File: config.mk
export PLATFORM = sky130hd
export DESIGN_NAME = mem_bus_arbiter
export DESIGN_NICKNAME = d
export VERILOG_FILES = /design/src/rtl/mem_bus_pkg.sv /design/src/rtl/mem_bus_arbiter.sv
export SDC_FILE = /design/constraint.sdc
export NUM_CORES = 1
export LEC_CHECK = 0
export BUFFER_PORTS_ARGS = -buffer_cell sky130_fd_sc_hd__buf_4
export CAP_MARGIN = 15
export CORE_AREA = 8 8 122 124
export CTS_BUF_LIST = sky130_fd_sc_hd__clkbuf_16
export DETAILED_ROUTE_END_ITERATION = 6
export DIE_AREA = 0 0 130 132
export SETUP_SLACK_MARGIN = 0.3
export SLEW_MARGIN = 20
export SYNTH_ARGS = -nofsm -noshare
export SYNTH_HDL_FRONTEND = slang
export SYNTH_SLANG_ARGS = --single-unit
File: constraint.sdc
create_clock -name clk -period 1.85 [get_ports clk]
set_clock_uncertainty 0.2 [all_clocks]
set_input_delay 0 -clock clk [delete_from_list [all_inputs] [get_ports clk]]
set_output_delay 0 -clock clk [all_outputs]
set_load 0.05 [all_outputs]
File: src/rtl/mem_bus_pkg.sv
// Shared command encodings and arbiter state type for the memory bus.
// The core's data-memory stage imports the same command constants.
package mem_bus_pkg;

    localparam logic [2:0] CMD_NONE  = 3'd0;
    localparam logic [2:0] CMD_READ  = 3'd1;
    localparam logic [2:0] CMD_WRITE = 3'd2;

    typedef enum logic [1:0] {
        IDLE   = 2'd0,
        I_WAIT = 2'd1,
        D_WAIT = 2'd2
    } arb_state_t;

    // Only reads and writes are real commands; every other code means "nothing".
    function automatic logic is_data_cmd(input logic [2:0] cmd);
        return (cmd == CMD_READ) || (cmd == CMD_WRITE);
    endfunction

endpackage

File: src/rtl/mem_bus_arbiter.sv
// Shares one memory port between the instruction-fetch and data ports.
// One transaction outstanding at a time; data wins unless a waiting fetch
// has already been passed over STARVE_LIMIT times in a row.
module mem_bus_arbiter
    import mem_bus_pkg::*;
#(
    parameter int STARVE_LIMIT = 4
) (
    input  logic        clk,
    input  logic        reset,

    input  logic        i_start,
    input  logic [31:0] i_addr,
    output logic        i_ready,
    output logic [31:0] i_inst,
    output logic        i_valid,

    input  logic [2:0]  d_cmd,
    input  logic [31:0] d_addr,
    input  logic [31:0] d_wdata,
    input  logic [31:0] d_wmask,
    output logic        d_cmd_ready,
    output logic [31:0] d_rdata,
    output logic        d_rdata_valid,

    output logic [2:0]  mem_cmd,
    output logic [31:0] mem_addr,
    output logic [31:0] mem_wdata,
    output logic [31:0] mem_wmask,
    input  logic        mem_cmd_ready,
    input  logic [31:0] mem_rdata,
    input  logic        mem_rdata_valid
);

    localparam int CNT_W = $clog2(STARVE_LIMIT + 1);
    localparam logic [CNT_W-1:0] CNT_MAX = CNT_W'(STARVE_LIMIT);

    arb_state_t       state;
    arb_state_t       state_next;
    logic [CNT_W-1:0] starve_cnt;
    logic [CNT_W-1:0] starve_cnt_next;

    logic data_req;
    logic fetch_forced;
    logic grant_data;
    logic grant_fetch;
    logic data_accept;
    logic fetch_accept;

    // Read data is shared by both requesters; the valid pulses say whose it is.
    assign i_inst  = mem_rdata;
    assign d_rdata = mem_rdata;

    // Grant decision, recomputed every IDLE cycle from the live request lines.
    always_comb begin
        data_req     = is_data_cmd(d_cmd);
        fetch_forced = (starve_cnt == CNT_MAX) && i_start;
        grant_data   = 1'b0;
        grant_fetch  = 1'b0;
        if (!reset && (state == IDLE)) begin
            if (data_req && !fetch_forced) begin
                grant_data = 1'b1;
            end else if (i_start) begin
                grant_fetch = 1'b1;
            end
        end
        data_accept  = grant_data && mem_cmd_ready;
        fetch_accept = grant_fetch && mem_cmd_ready;
    end

    // Downstream command mux, handshakes, response routing and next state.
    always_comb begin
        state_next    = state;
        mem_cmd       = CMD_NONE;
        mem_addr      = '0;
        mem_wdata     = '0;
        mem_wmask     = '0;
        i_ready       = 1'b0;
        d_cmd_ready   = 1'b0;
        i_valid       = 1'b0;
        d_rdata_valid = 1'b0;

        if (reset) begin
            state_next = IDLE;
        end else begin
            case (state)
                IDLE: begin
                    if (grant_data) begin
                        mem_cmd     = d_cmd;
                        mem_addr    = d_addr;
                        mem_wdata   = d_wdata;
                        mem_wmask   = d_wmask;
                        d_cmd_ready = mem_cmd_ready;
                        if (data_accept && (d_cmd == CMD_READ)) begin
                            state_next = D_WAIT;
                        end
                    end else if (grant_fetch) begin
                        mem_cmd  = CMD_READ;
                        mem_addr = i_addr;
                        i_ready  = mem_cmd_ready;
                        if (fetch_accept) begin
                            state_next = I_WAIT;
                        end
                    end
                end
                I_WAIT: begin
                    if (mem_rdata_valid) begin
                        i_valid    = 1'b1;
                        state_next = IDLE;
                    end
                end
                D_WAIT: begin
                    if (mem_rdata_valid) begin
                        d_rdata_valid = 1'b1;
                        state_next    = IDLE;
                    end
                end
                default: begin
                    state_next = IDLE;
                end
            endcase
        end
    end

    // Starvation counter: counts data grants that jumped a waiting fetch.
    always_comb begin
        starve_cnt_next = starve_cnt;
        if (!i_start || fetch_accept) begin
            starve_cnt_next = '0;
        end else if (data_accept && (starve_cnt != CNT_MAX)) begin
            starve_cnt_next = starve_cnt + CNT_W'(1);
        end
    end

    // State and counter registers with synchronous reset.
    always_ff @(posedge clk) begin
        if (reset) begin
            state      <= IDLE;
            starve_cnt <= '0;
        end else begin
            state      <= state_next;
            starve_cnt <= starve_cnt_next;
        end
    end

endmodule

==> impl_metrics.csv, run 1 <==
group,metric,value,unit
power,ir_drop,0.637,mV
synthesis,syn_inst,226,
global_route,track_usage,0.125,
finish,fillers,1272,
timing,setup_ws,-0.198,ns
placed_design,io_buffers,237,
drt,first_pass_iters,4,
drt,first_iter_violations,85,
worst_setup_path,r2r_end,"starve_cnt[1]$_SDFFE_PP0P_",
worst_setup_path,critPathRequiredTime,1.65,ns
power,pwr_density_cell,487,nW/um2
worst_setup_path,critical_path.top_delay_family,"compound AO/OA/AOI/OAI gates",
timing,hold_viol,0,
worst_setup_path,slowest_delay,0.32,ns
floorplanning,fp.coreArea,13000,um2
worst_setup_path,worstSetupPathDepth,8,
worst_setup_path,worst-path-buf-inv,3,
clock_network,clk_latency,0.23,ns
power,p_leak,2.47,nW
hold_path,whs_path_depth,3,
synthesis,synth_flop_cell,"dfxtp_1",
placed_design,gp_congestion,0.949,
floorplanning,fp.dieW,130,um
hold_path,hold_path_end,"state[0]$_SDFFE_PP0P_",
clock_network,clock-sinks,5,
worst_setup_path,cp-end-kind,"output port",
clock_network,cts_tree,"built",
synthesis,syn_area,1720,um2
floorplanning,die_h,132,um
synthesis,synthMostInstantiatedCell,"buf_4",
timing,maxSlewHeadroom,0.315,
finish,final_area,4970,um2
synthesis,yosysWarningCount,0,
timing,setup_violations,104,
clock_network,cts_buffers,3,
drt,vias_per_cell,3.97,
worst_setup_path,worst_setup_path_start_kind,"flop",
floorplanning,io-pin-count,335,
status,outcome,"complete, but fails checks",
hold_path,hold_path_class,"primary input to flop",
synthesis,synthesis.area_per_instance,7.60,um2
hold_path,hp-start,"reset",
synthesis,synth-seq-cells,5,
timing,rsz0062_at_grt,"yes",
placed_design,place_area,3610,um2
finish,multi_input_area,1440,um2
global_route,grt_pass1_wl,16.8,mm
synthesis,synthTopCellsByCount,"68 x buf_4, 67 x and2_1, 32 x a22o_1",
drt,vias,2499,
floorplanning,start_util,0.132,
finish,regArea,105,um2
clock_network,clk_path_buf_depth,2,
job,cap_violations,0,
worst_setup_path,cp.arrival,1.85,ns
placed_design,placedCellCount,569,
timing,drv_slew,0,
worst_setup_path,crit_slowest_cell,"dfxtp_2",
synthesis,yosys.area.top_type,"buf_4",
timing,fin_crit,2.05,ns
finish,area_growth,190,%
placed_design,place_hpwl,9.43,mm
clock_network,path_clk_slew,0.03,ns
synthesis,yosysUniqueCellTypes,31,
global_route,grt_overflow,0,
floorplanning,die_area,17200,um2
synthesis,synth_top_area_share,0.297,
synthesis,synth.yosys.seq_area_share,0.0583,
worst_setup_path,crit_type,"flop to output port",
worst_setup_path,rrSetupSlack,-0.13,ns
worst_setup_path,cp_max_fo,8,
finish,fin_nets,626,
floorplanning,row_count,42,
global_route,grt_max_degree,45,
worst_setup_path,path_cells,"inv_2, ha_4, a31oi_4, nand2_1, and3_4, buf_12, a22o_2, buf_6",
global_route,grt_pass1_vias,2792,
synthesis,ys_top_cells_by_area,"buf_4 30%, and2_1 24%, a22o_1 16%",
drt,routedWlPerCell,19.5,um
timing,timing.fmax,0.488,GHz
worst_setup_path,worstReg2RegStart,"starve_cnt[0]$_SDFFE_PP0P_",
drt,wl,12.3,mm
power,power,2.42,mW
synthesis,synth_edf_count,0,
status,violations,"setup timing",
global_route,antenna_found_initial,1,
clock_network,clockRootBuffer,"clkbuf_16",
timing,hold_ws,0.0330,ns
synthesis,async_reset_ff_frac,0,
timing,tightest_slew,1.02,ns
finish,drive_gt1_frac,0.858,
drt,drc,0,
clock_network,h-tree-depth,1,
drt,detail-route-antenna-nets,0,
timing,period_share,1.11,
synthesis,synth_fp_nets,399,
worst_setup_path,reg2regPathDepth,10,
finish,instances_no_fill,629,
[cell type report]
type / count / share of cell area
Multi-Input combinational cell: 134 / 0.289
Sequential cell: 5 / 0.0211
Clock buffer: 3 / 0.0151
Timing Repair Buffer: 303 / 0.625
Inverter: 6 / 0.00453
Clock inverter: 1 / 0.000755
Tap cell: 176 / 0.0443
Antenna cell: 1 / 0.000503
[state kept, by name (all words and copies together), names as in the netlist]
name,count
state,2
starve_cnt,3
[layout by cell type (no fill, tap or decap), types with 3 or more instances in the layout]
| cell | instances |
|---|---|
| buf_8 | 57 |
| and2_4 | 30 |
| inv_2 | 4 |
| buf_6 | 45 |
| inv_1 | 3 |
| buf_4 | 155 |
| clkbuf_16 | 6 |
| dlygate4sd3_1 | 36 |
| dfxtp_2 | 4 |
| ha_1 | 3 |
| a22o_4 | 30 |
| buf_12 | 6 |
| and2_2 | 37 |
[stage by stage]
step / setup WS [ns] / util / TNS (ns)
2_1_floorplan: 0.0488 / - / 0
3_3_place_gp: 0.00178 / 0.278 / 0
3_5_place_dp: -0.0308 / 0.278 / -0.630
4_1_cts: -0.179 / 0.352 / -15.83
5_1_grt: -0.244 / 0.383 / -21.99
6_report: -0.198 / 0.383 / -14.80
[how the worst max path moves through the flow]
stage | endpoint | slack, ns | startpoint
finish | mem_addr[5] | -0.20 | starve_cnt[0]$_SDFFE_PP0P_
global route | mem_addr[5] | -0.24 | starve_cnt[0]$_SDFFE_PP0P_
CTS | mem_wdata[15] | -0.18 | starve_cnt[0]$_SDFFE_PP0P_
detailed placement | mem_addr[27] | -0.03 | starve_cnt[0]$_SDFFE_PP0P_
global placement | mem_addr[19] | 0.002 | starve_cnt[0]$_SDFFE_PP0P_
floorplan | starve_cnt[2]$_SDFFE_PP0P_ | 0.05 | starve_cnt[1]$_SDFFE_PP0P_
[cell families (layout without fill, tap and decap cells)]
family | Yosys count | after routing | share of synthesized area
AOI/OAI and AO/OA | 45 | 45 | 0.232
muxes | 1 | 1 | 0.00583
DFF | 5 | 5 | 0.0583
adders and majority gates | 5 | 5 | 0.0364
xor gates and xnor gates | 2 | 2 | 0.0102
buffers and inverters | 87 | 313 | 0.370
other | 1 | 2 | 0.00218
and+or+nand+nor | 80 | 80 | 0.285
[metal layers]
metal  vias up  share of wire  GRT usage
li1       1148              -          -
met1      1177           0.32      0.121
met2       161           0.57      0.250
met3        13          0.086     0.0251
met4         0          0.022     0.0452
met5         -              0          0
[repair_timing]
item	in CTS	in global routing
endpoints found under the hold margin	67	0
pin swaps	7	13
hold buffers	36	0
cloned	1	3
gates resized for setup	114	69
buffers inserted	9	6
setup endpoints to repair	105	105
[worst reg2reg max path, delay by kind of cell, from the launching register on]
family	cells	cell delay [ns]
AOI/OAI and AO/OA	2	0.51
adders and majority gates	1	0.16
buffers and inverters	5	0.55
DFF	1	0.32
and+or+nand+nor	2	0.16
[power breakdown]
part / internal [mW] / switching (mW)
clock network: 0.281 / 0.0798
logic: 0.830 / 1.11
registers: 0.117 / 0.00489
Power figures use the tool's default switching activity.
==> run 2, diff against run 1 <==
- SKIP_CTS_REPAIR_TIMING: not set -> 1
==> impl_metrics.csv, run 2 (synthesis results as in run 1) <==
group,metric,value,unit
status,outcome,"complete, but fails checks",
status,violations,"hold timing, setup timing",
power,power,2.38,mW
timing,rsz0062_at_grt,"yes",
timing,hold_ws,-0.0139,ns
timing,timing.fmax,0.481,GHz
floorplanning,die_h,132,um
drt,drc,0,
timing,fin_crit,2.08,ns
worst_setup_path,worst_setup_path_start_kind,"flop",
power,switchingPower,1.19,mW
clock_network,path_clk_slew,0.03,ns
clock_network,clk_latency,0.23,ns
finish,utilization,0.371,
finish,fillers,1278,
finish,regArea,105,um2
hold_path,hp-start,"mem_rdata_valid",
global_route,grt_overflow,0,
power,p_clk_frac,0.152,
worst_setup_path,critPathRequiredTime,1.65,ns
clock_network,clk_path_buf_depth,2,
finish,largest_reg_flops,3,
finish,area_growth,180,%
clock_network,cts_buffers,3,
global_route,antenna_found_initial,0,
timing,period_share,1.12,
power,p_comb_frac,0.796,
drt,first_iter_violations,63,
finish,multi_input_area,1390,um2
timing,setup_ws,-0.228,ns
timing,drv_slew,0,
clock_network,clockRootBuffer,"clkbuf_16",
hold_path,hold_path_class,"primary input to flop",
clock_network,h-tree-depth,1,
finish,top_regs,"starve_cnt: 3 flops, state: 2 flops",
timing,hold_viol,2,
drt,routedWlPerCell,20.2,um
global_route,track_usage,0.113,
power,p_int,1.19,mW
power,p_sw_frac,0.499,
worst_setup_path,worstReg2RegStart,"state[1]$_SDFFE_PP0P_",
floorplanning,row_count,42,
global_route,grt_pass1_wl,15.0,mm
finish,n_antenna_cell,0,
placed_design,pre_cts_slack,-0.0308,ns
drt,first_pass_iters,4,
drt,detail-route-antenna-nets,0,
power,p_seq_frac,0.052,
timing,tightest_slew,1.02,ns
finish,layout_common_cells,"149 x buf_4, 82 x buf_6, 41 x and2_4, 34 x dlygate4sd3_1",
finish,layout_commonest_cell,"buf_4",
job,cap_violations,0,
timing,maxSlewHeadroom,0.317,
drt,vias,2500,
worst_setup_path,crit_path_start,"starve_cnt[0]$_SDFFE_PP0P_",
power,pwr_density_cell,494,nW/um2
clock_network,cts_tree,"built",
global_route,grt_max_degree,45,
worst_setup_path,crit_type,"flop to output port",
floorplanning,start_util,0.132,
worst_setup_path,cp-end-kind,"output port",
floorplanning,fp.coreArea,13000,um2
drt,vias_per_cell,3.99,
floorplanning,die_area,17200,um2
worst_setup_path,cp.arrival,1.88,ns
clock_network,clock-sinks,5,
floorplanning,fp.dieW,130,um
finish,fin_nets,624,
worst_setup_path,rrSetupSlack,-0.17,ns
timing,setup_violations,102,
placed_design,place_hpwl,9.43,mm
global_route,grt_pass1_vias,2396,
worst_setup_path,cp_max_fo,19,
timing,setup_tns,-17.80,ns
placed_design,gp_congestion,0.949,
drt,wl,12.6,mm
power,ir_drop,0.628,mV
placed_design,io_buffers,237,
power,p_leak,2.40,nW
finish,drive_gt1_frac,0.862,
floorplanning,io-pin-count,335,
finish,largest_register,"starve_cnt",
-- run 2: cell types whose count changed in the layout (fill, tap and decap cells not counted), sizes merged --
| cell | change |
|---|---|
| buf | -1 |
| clkbuf | +1 |
| diode | -1 |
| dlygate4sd3 | -2 |
-- run 2: path summary, 6_finish.rpt --
path                      endpoint  cells after the start
max                    mem_addr[6]                      8
min          state[0]$_SDFFE_PP0P_                      4
max reg2reg  state[0]$_SDFFE_PP0P_                      9
min reg2reg  state[1]$_SDFFE_PP0P_                      1
-- run 2: layout make-up --
cell class	count	area share
repair buffers	301	0.622
multi-input cells	134	0.289
flip-flops and latches	5	0.0218
inverters	6	0.00520
clock inverters	1	0.000780
clock buffers	3	0.0156
well taps	176	0.0458
-- run 2: per-stage QoR --
step                hold slack [ns]  instance area [um2]  instances
floorplan                    -0.141                 2110        226
global placement             -0.199                 3610        569
detailed placement           -0.199                 3610        569
CTS                          -0.225                 3690        573
global route                 0.0161                 4810        626
finish                      -0.0139                 4810        626
-- run 2: per-layer routing --
metal	vias up	share of wire	global-route usage
met2	157	0.56	0.221
met1	1188	0.31	0.102
met4	0	0.026	0.0497
met5	-	0	0
li1	1142	-	-
met3	13	0.098	0.0336
-- run 2: power by group through the flow --
stage	Combinational, mW	Clock (mW)	Sequential, mW
after CTS	1.32	0.370	0.122
after detailed placement	1.31	0	0.124
after floorplan	1.19	0	0.123
final	1.89	0.361	0.123
after global placement	1.30	0	0.123
after global routing	1.97	0.374	0.124
-- run 2: critical path: stages (launching register included) --
cell and delay, ns:
dfxtp_2 0.32, inv_2 0.05, ha_4 0.16, a31oi_4 0.20, and3_4 0.23, buf_4 0.16
clkbuf_16 0.20, a22o_2 0.16, buf_6 0.15
